$ cat config.mk
export PLATFORM = sky130hd
export DESIGN_NAME = iq_demod_nco
export DESIGN_NICKNAME = d
export VERILOG_FILES = /design/src/rtl/iq_demod_pkg.sv /design/src/rtl/iq_lo_gen.sv /design/src/rtl/iq_demod_nco.sv
export SDC_FILE = /design/constraint.sdc
export NUM_CORES = 1
export LEC_CHECK = 0
export BUFFER_PORTS_ARGS = -buffer_cell sky130_fd_sc_hd__buf_2
export CAP_MARGIN = 20
export CELL_PAD_IN_SITES_DETAIL_PLACEMENT = 2
export CELL_PAD_IN_SITES_GLOBAL_PLACEMENT = 2
export CORE_ASPECT_RATIO = 0.5
export CORE_UTILIZATION = 35
export CTS_BUF_LIST = sky130_fd_sc_hd__clkbuf_4 sky130_fd_sc_hd__clkbuf_8 sky130_fd_sc_hd__clkbuf_16
export DETAILED_ROUTE_END_ITERATION = 6
export GPL_TIMING_DRIVEN = 0
export PLACE_DENSITY_LB_ADDON = 0.1
export SETUP_SLACK_MARGIN = 0.3
export SLEW_MARGIN = 25
export SYNTH_ARGS = -nofsm -noshare
export SYNTH_HDL_FRONTEND = slang
export SYNTH_HIERARCHICAL = 1
export SYNTH_SLANG_ARGS = --single-unit
export TNS_END_PERCENT = 30
$ cat constraint.sdc
create_clock -name clk -period 3.4 [get_ports clk]
set_input_delay 1.02 -clock clk [delete_from_list [all_inputs] [get_ports clk]]
set_output_delay 1.02 -clock clk [all_outputs]
set_load 0.05 [all_outputs]
$ cat src/rtl/iq_demod_pkg.sv
// Shared definitions for the fs/4 IQ demodulator: LO table, phase type and
// a width-generic saturation helper.
package iq_demod_pkg;

  typedef logic [1:0]        phase_t;
  typedef logic signed [1:0] lo_t;

  localparam lo_t LO_COS [4] = '{2'sb01, 2'sb00, 2'sb11, 2'sb00};
  localparam lo_t LO_SIN [4] = '{2'sb00, 2'sb01, 2'sb00, 2'sb11};

  // Clamp a sign-extended value into the signed range of ow bits.
  function automatic logic signed [31:0] saturate(input logic signed [31:0] x,
                                                  input int unsigned ow);
    logic signed [31:0] hi;
    logic signed [31:0] lo;
    hi = (32'sd1 <<< (ow - 1)) - 32'sd1;
    lo = -(32'sd1 <<< (ow - 1));
    if (x > hi)      saturate = hi;
    else if (x < lo) saturate = lo;
    else             saturate = x;
  endfunction

endpackage

$ cat src/rtl/iq_lo_gen.sv
// fs/4 local oscillator: 2-bit phase counter advanced per accepted sample,
// with synchronous restart and direction-adjusted sin/cos outputs.
module iq_lo_gen
  import iq_demod_pkg::*;
(
  input  logic clk_i,
  input  logic rst_i,
  input  logic adv_i,
  input  logic clr_i,
  input  logic dir_i,
  output lo_t  cos_o,
  output lo_t  sin_o
);

  phase_t p_q;
  phase_t p_d;

  always_comb begin
    p_d = p_q;
    if (clr_i)      p_d = '0;
    else if (adv_i) p_d = p_q + 2'd1;
  end

  always_ff @(posedge clk_i or posedge rst_i) begin
    if (rst_i) p_q <= '0;
    else       p_q <= p_d;
  end

  assign cos_o = LO_COS[p_q];
  assign sin_o = dir_i ? -LO_SIN[p_q] : LO_SIN[p_q];

endmodule

$ cat src/rtl/iq_demod_nco.sv
// fs/4 IQ demodulator: multiplier-free mixer, optional 2:1 averaging
// decimator and output saturation with a sticky saturation flag.
module iq_demod_nco
  import iq_demod_pkg::*;
#(
  parameter int DW    = 5,
  parameter int OW    = 5,
  parameter int DECIM = 1
) (
  input  logic                 clk,
  input  logic                 reset,
  input  logic                 ADC_rdy,
  input  logic signed [DW-1:0] I_IF,
  input  logic signed [DW-1:0] Q_IF,
  input  logic                 lo_dir,
  input  logic                 phase_clr,
  output logic signed [OW-1:0] I_BB,
  output logic signed [OW-1:0] Q_BB,
  output logic                 demod_rdy,
  output logic                 sat_flag
);

  localparam int MW = DW + 1;
  localparam int SW = DW + 2;

  lo_t  cos_w;
  lo_t  sin_w;
  logic accept;

  assign accept = ADC_rdy & ~phase_clr;

  iq_lo_gen u_lo (
    .clk_i (clk),
    .rst_i (reset),
    .adv_i (accept),
    .clr_i (phase_clr),
    .dir_i (lo_dir),
    .cos_o (cos_w),
    .sin_o (sin_w)
  );

  // Multiply by +1/0/-1; the extra bit keeps -(-2^(DW-1)) exact.
  function automatic logic signed [MW-1:0] scale(input logic signed [DW-1:0] x,
                                                 input lo_t c);
    case (c)
      2'sb01:  scale = MW'(x);
      2'sb11:  scale = -MW'(x);
      default: scale = '0;
    endcase
  endfunction

  logic                 v1_q;
  logic signed [MW-1:0] ii_q, qi_q;
  logic                 have_q, have_d;
  logic signed [MW-1:0] ai_q, ai_d, aq_q, aq_d;
  logic signed [OW-1:0] ibb_q, ibb_d, qbb_q, qbb_d;
  logic                 rdy_q, rdy_d;
  logic                 satf_q, satf_d;

  logic signed [SW-1:0] sum_i, sum_q;
  logic signed [31:0]   pre_i, pre_q, res_i, res_q;
  logic                 clamp;

  always_ff @(posedge clk or posedge reset) begin
    if (reset) begin
      v1_q <= 1'b0;
      ii_q <= '0;
      qi_q <= '0;
    end else begin
      v1_q <= accept;
      if (accept) begin
        ii_q <= scale(I_IF, cos_w) - scale(Q_IF, sin_w);
        qi_q <= scale(I_IF, sin_w) + scale(Q_IF, cos_w);
      end
    end
  end

  always_comb begin
    sum_i = SW'(ai_q) + SW'(ii_q);
    sum_q = SW'(aq_q) + SW'(qi_q);
    if (DECIM == 2) begin
      pre_i = 32'(sum_i >>> 1);
      pre_q = 32'(sum_q >>> 1);
    end else begin
      pre_i = 32'(ii_q);
      pre_q = 32'(qi_q);
    end
    res_i = saturate(pre_i, OW);
    res_q = saturate(pre_q, OW);
    clamp = (res_i != pre_i) | (res_q != pre_q);
  end

  always_comb begin
    have_d = have_q;
    ai_d   = ai_q;
    aq_d   = aq_q;
    ibb_d  = ibb_q;
    qbb_d  = qbb_q;
    rdy_d  = 1'b0;
    satf_d = satf_q;
    if (phase_clr) begin
      have_d = 1'b0;
      satf_d = 1'b0;
    end else if (v1_q) begin
      if ((DECIM == 2) && !have_q) begin
        have_d = 1'b1;
        ai_d   = ii_q;
        aq_d   = qi_q;
      end else begin
        have_d = 1'b0;
        rdy_d  = 1'b1;
        ibb_d  = res_i[OW-1:0];
        qbb_d  = res_q[OW-1:0];
        satf_d = satf_q | clamp;
      end
    end
  end

  always_ff @(posedge clk or posedge reset) begin
    if (reset) begin
      have_q <= 1'b0;
      ai_q   <= '0;
      aq_q   <= '0;
      ibb_q  <= '0;
      qbb_q  <= '0;
      rdy_q  <= 1'b0;
      satf_q <= 1'b0;
    end else begin
      have_q <= have_d;
      ai_q   <= ai_d;
      aq_q   <= aq_d;
      ibb_q  <= ibb_d;
      qbb_q  <= qbb_d;
      rdy_q  <= rdy_d;
      satf_q <= satf_d;
    end
  end

  assign I_BB      = ibb_q;
  assign Q_BB      = qbb_q;
  assign demod_rdy = rdy_q;
  assign sat_flag  = satf_q;

endmodule
### After elaboration in Yosys (flattened, before gate mapping)

Index checks and enable logic that the tools add are counted.

| word-level totals | value |
|---|---|
| bits in registers | 27 |
| input bits | 15 |
| output and inout bits | 12 |
| word-level logic and storage cells | 58 |

| operators by class | value |
|---|---|
| add/sub/neg operators | 6 |
| $lt $le $gt $ge | 5 |
| eq/ne operators | 6 |
| multiplexer cells | 25 |
| bitwise operators | 5 |
| reductions and logical operators | 3 |

Operators by type and width:

| cell | count |
|---|---|
| 32-bit two-way mux | 4 |
| 32-bit by 6-bit != test with 1-bit output | 2 |
| 6-bit case mux with 2 select lines | 4 |
| 6-bit two-way mux | 4 |
| 2-bit two-way mux | 7 |
| 6-bit by 5-bit greater-than comparator with 1-bit output, second input constant | 2 |
| 6-bit by 5-bit less-than comparator with 1-bit output, second input constant | 2 |
| 5-bit negator with 6-bit output | 2 |
| 2-bit binary-select mux with 2-bit select | 2 |
| 6-bit adder | 1 |
| 6-bit subtractor | 1 |
| 2-bit by 1-bit == test with 1-bit output, second input constant | 2 |
| 2-bit == test, second input constant | 2 |
| 1-bit two-way mux | 4 |
| 2-bit nonzero test | 2 |
| 3-bit greater-or-equal comparator, second input constant | 1 |
| 2-bit inverter with 3-bit output | 1 |
| 2-bit by 1-bit adder with 2-bit output, second input constant | 1 |
| 2-bit negator | 1 |
| 1-bit OR | 2 |
| 2-bit AND reduction | 1 |
| 1-bit bitwise AND | 1 |
| 1-bit inverter | 1 |

### Longest topological paths before layout

| depth | value |
|---|---|
| word-level depth | 10 |
| depth in mapped cells | 14 |

### Modules after synthesis

The synthesis kept the hierarchy.

Modules (own cells, without submodules):

| module | instances | cells an instance | area an instance (um2) | seq. area each (um2) |
|---|---|---|---|---|
| iq_demod_nco | 1 | 235 | 1,951.9 | 625.6 |
| iq_lo_gen | 1 | 16 | 166.4 | 50.0 |

### Least setup slack after synthesis

No wires, ideal clock.

| path | value |
|---|---|
| kind | input to register |
| start point | in lo_dir |
| end point | reg qi_q[5] |
| arrival time | 2.759 ns |
| data required time | 3.270 ns |
| path slack | 0.511 ns |
| stages | 11 |
| buffers on the path | 1 |
| cell sequence | mux2_4 clkbuf_1 nand2_1 o21ai_0 and2_1 ha_1 a211oi_1 o21bai_1 a21oi_1 xnor2_1 o21ai_1 |

| on the way | value |
|---|---|
| cells in the longest elaborated chain, start to end | 5 |
| elaborated cells on any way between the ends | 6 |
| classes of those cells | add/sub (1); eq/ne (2); mux (3) |

Ends and longest elaborated chain:

| item | line | source |
|---|---|---|
| from (decl) | iq_demod_nco.sv:15 | `input logic lo_dir,` |
| 2-bit two-way mux * | iq_lo_gen.sv:30 | `assign sin_o = dir_i ? -LO_SIN[p_q] : LO_SIN[p_q];` |
| 2-bit == test / 2-bit by 1-bit == test with 1-bit output (equally long branches) | iq_demod_nco.sv:45 | `case (c)` |
| 6-bit case mux with 2 select lines * | iq_demod_nco.sv:45 |  |
| 6-bit two-way mux * | iq_demod_nco.sv:71 | `if (accept) begin` |
| 6-bit adder * | iq_demod_nco.sv:73 | `qi_q <= scale(I_IF, sin_w) + scale(Q_IF, cos_w);` |
| to (signal assigned) | iq_demod_nco.sv:73 |  |
| to (decl) | iq_demod_nco.sv:53 | `logic signed [MW-1:0] ii_q, qi_q;` |

Every way passes the cells marked *; elsewhere a longest branch is shown, timed or not. The select of a mux whose other input is x is not followed.
A chain may end at the register's enable or synchronous reset.

### Worst setup path after layout

| path | value |
|---|---|
| start point | in lo_dir |
| end point | reg qi_q[5] |

| on the way | value |
|---|---|
| cells in the longest elaborated chain, start to end | 5 |
| elaborated cells on any way between the ends | 6 |
| classes of those cells | add/sub (1); eq/ne (2); mux (3) |

Ends and longest elaborated chain:

| item | line | source |
|---|---|---|
| 2-bit two-way mux * | iq_lo_gen.sv:30 |  |
| named net sin_w[1] | iq_demod_nco.sv:27 | `lo_t sin_w;` |
| 2-bit == test / 2-bit by 1-bit == test with 1-bit output (equally long branches) | iq_demod_nco.sv:45 |  |
| 6-bit case mux with 2 select lines * | iq_demod_nco.sv:45 |  |
| 6-bit two-way mux * | iq_demod_nco.sv:71 |  |
| 6-bit adder * | iq_demod_nco.sv:73 |  |

Mark *: on every way through the listed nets, which the timed path passes. The rest lies on a longest branch. The select of a mux whose other input is x is not followed.

==> flow_summary.json <==
{
  "worst_setup_path_start_kind": "input pin",
  "holdBufCountCts": 0,
  "grt_setup_unrepaired": "yes",
  "antenna_found_initial": 0,
  "wl_met3_um": 145,
  "ys_ff_latch": 27,
  "ctsRootBufferMaster": "clkbuf_16",
  "cts.htree.levels": 1,
  "synth_top_area_cell": "dfrtp_1",
  "critPathSlowestCell": "ha_1",
  "critPathBufInv": 2,
  "drive_gt1_share_pct": 15.05,
  "vias": 1787,
  "synth_warnings": 6,
  "synth_flop_cell": "dfrtp_1",
  "max_freq_mhz": 340.6,
  "violations": "DRC",
  "track_usage_pct": 19.52,
  "viasPerCell": 5.077,
  "netlist_top_cells_area": "dfrtp_1 (32%), ha_1 (13%), nand2_1 (7.6%)",
  "syn-num-nets": 290,
  "fill_cells": 650,
  "yosysSeqAreaShare_pct": 31.90,
  "cts.sinks": 27,
  "rows": 19,
  "n_antenna_cell": 0,
  "ys_types": 35,
  "wire_per_inst_um": 15.89,
  "pwr_density_cell_nw_per_um2": 545.0,
  "period_share_pct": 86.35,
  "place_hpwl_um": 4572,
  "yosys-top-cells-count": "nand2_1 (43), dfrtp_1 (27), ha_1 (22)",
  "relSlewSlack_pct": 39.39,
  "synth_top_area_share_pct": 31.90,
  "synth-edff-count": 0,
  "chipHeight_um": 57.01,
  "area_growth_syn_to_layout_pct": 14.06,
  "first_pass_iters": 6,
  "tightest_slew_ns": 0.9036,
  "synth_area_um2": 2118,
  "cp_max_fo": 10,
  "grt_overflow_total": 0,
  "min_period_ns": 2.936,
  "port_buffers": 24,
  "grt_max_degree": 26,
  "die_area_um2": 6386,
  "grt_pass1_vias": 1957,
  "setup_violations": 0,
  "fin_setup_tns_ns": 0,
  "path_class": "input pin to flop",
  "place.gp.congestion": 0.8225,
  "synthArstFlopShare_pct": 100.0,
  "slew_viol_final": 0,
  "critPathRequiredTime_ns": 3.54,
  "path_common_cell": "buf_2",
  "grt_first_pass_wirelength_um": 9694,
  "cts.path.max_buffers": 2,
  "syn_inst": 251,
  "fin_skew_ns": 0.001397,
  "clk_pin_slew_ns": 0.07,
  "arrival_ns": 3.07,
  "crit_chain": "buf_2, mux2_4, buf_2, nand2_1, o21ai_0, and2_1, ha_1, a211oi_1, o21bai_1, a21oi_1, xnor2_1, o21ai_1",
  "clk_latency_ns": 0.26,
  "total_power_w": 0.001317,
  "max_stage_delay_ns": 0.32,
  "highest_layer": "met4",
  "drc": 2,
  "max-vdd-ir-drop_mv": 0.1851,
  "routed-wl-met2_um": 2626,
  "maxCapViolCount": 0,
  "totalWireLength_um": 5592,
  "die_w_um": 112.0,
  "start_util_pct": 37.44,
  "status": "finished, violations left",
  "coreArea_um2": 5658,
  "leakage_nw": 1.120,
  "drtIter0Drc": 37,
  "hold_class": "flop to flop",
  "crit_family": "compound AO/OA/AOI/OAI gates",
  "crit_path_end_kind": "flop",
  "yosysMostFrequentCell": "nand2_1",
  "cts_tree": "built",
  "finalHoldViolations": 0,
  "wl_met1_um": 2782,
  "syn_avg_cell_area_um2": 8.439,
  "ant_nets": 0,
  "nNetsFinal": 319,
  "cts_buffers": 3,
  "io_pins": 27
}
## area by class of cell
type | count | area [um2] | area share, %
sequential | 27 | 676.9 | 28.02
tap | 73 | 91.34 | 3.780
clock buffer | 3 | 75.07 | 3.107
timing repair buffer | 24 | 120.1 | 4.972
buffer | 11 | 50.05 | 2.071
inverter | 21 | 78.83 | 3.263
multi-input combinational | 192 | 1319 | 54.58
clock inverter | 1 | 5.005 | 0.2071
## report_power, final
part / internal (W) / switching [W]
logic: 0.000187 / 0.000387
clock network: 0.000159 / 0.000112
registers: 0.000402 / 0.0000696
## state kept, by name, indices dropped and copies added, names as in the netlist
signal / count
I_BB: 5
u_lo/p_q: 2
Q_BB: 5
qi_q: 6
ii_q: 6
demod_rdy: 1
sat_flag: 1
v1_q: 1
## worst register-to-register path, delay by kind of cell (launching register included)
kind / cells / cell delay [ns]
compound gates: 3 / 0.48
xor+xnor: 1 / 0.23
fa+ha+maj: 3 / 0.67
buf+inv: 4 / 0.41
flops: 1 / 0.42
simple gates: 2 / 0.52
## logic make-up after synthesis
logic type                 Yosys count  share of synthesized area [%]
and+or+nand+nor                     88                          20.73
DFF                                 27                          31.90
muxes                                5                          2.717
xor gates and xnor gates            22                          9.096
adders and majority gates           24                          14.88
AOI/OAI and AO/OA                   53                          14.71
buffers and inverters               32                          5.966
## through the flow
step | utilization [%] | hold slack [ns] | cell area (um2) | setup WS, ns | std cells
final | 42.70 | 0.4723 | 2416 | 0.4642 | 352
after global routing | 42.70 | 0.5217 | 2416 | 0.2936 | 352
after CTS | 42.61 | 0.4835 | 2411 | 0.3504 | 352
after detailed placement | 41.18 | 0.4679 | 2330 | 0.01106 | 348
after global placement | 41.18 | 0.4582 | 2330 | 0.1105 | 348
after floorplan | - | 0.4777 | 2118 | 0.5107 | 251
## layout by cell type, fill, tap and decap left out, drive strengths merged
cell type,synthesis,routed
xor2,5,5
nor2b,1,1
nor4,4,4
inv,21,20
a21oi,15,15
and2,13,13
mux2,3,3
nor2,7,7
clkbuf,9,11
nand2b,8,8
a21o,3,3
nand3b,4,4
a211oi,2,2
o21ai,22,22
nor3b,2,2
o22ai,2,2
mux2i,2,2
o31ai,7,7
nand2,43,43
fa,2,2
xnor2,17,17
clkinv,0,2
ha,22,22
or3,2,2
o21bai,1,1
o41a,1,1
or2,2,2
buf,2,27
dfrtp,27,27
nand4,2,2
## layer usage
metal  track usage (%)  vias to the layer above
li1                  -                      889
met5                 0                        -
met2             34.87                       25
met3             2.657                        3
met4             3.429                        0
met1             25.95                      870
## worst paths after layout
path	endpoint	cells after the start	start	slack (ns)
setup / recovery	qi_q[5]$_DFFE_PP0P_	12	lo_dir	0.46
hold / removal	I_BB[4]$_DFFE_PP0P_	2	I_BB[4]$_DFFE_PP0P_	0.47
setup reg to reg	qi_q[4]$_DFFE_PP0P_	13	u_lo/p_q[0]$_DFFE_PP0P_	0.52
hold reg to reg	I_BB[4]$_DFFE_PP0P_	2	I_BB[4]$_DFFE_PP0P_	0.47
max in group asynchronous	Q_BB[1]$_DFFE_PP0P_	2	reset	2.13
min in group asynchronous	u_lo/p_q[1]$_DFFE_PP0P_	2	reset	0.61
## timing repair
action                                  in CTS  in global routing
buffers inserted                             0                  0
pin swaps                                    0                  2
gates resized for setup                      1                  5
endpoints found under the hold margin        0                  0
endpoints found under the setup margin       1                  3
(Power assumes the default switching activity.)
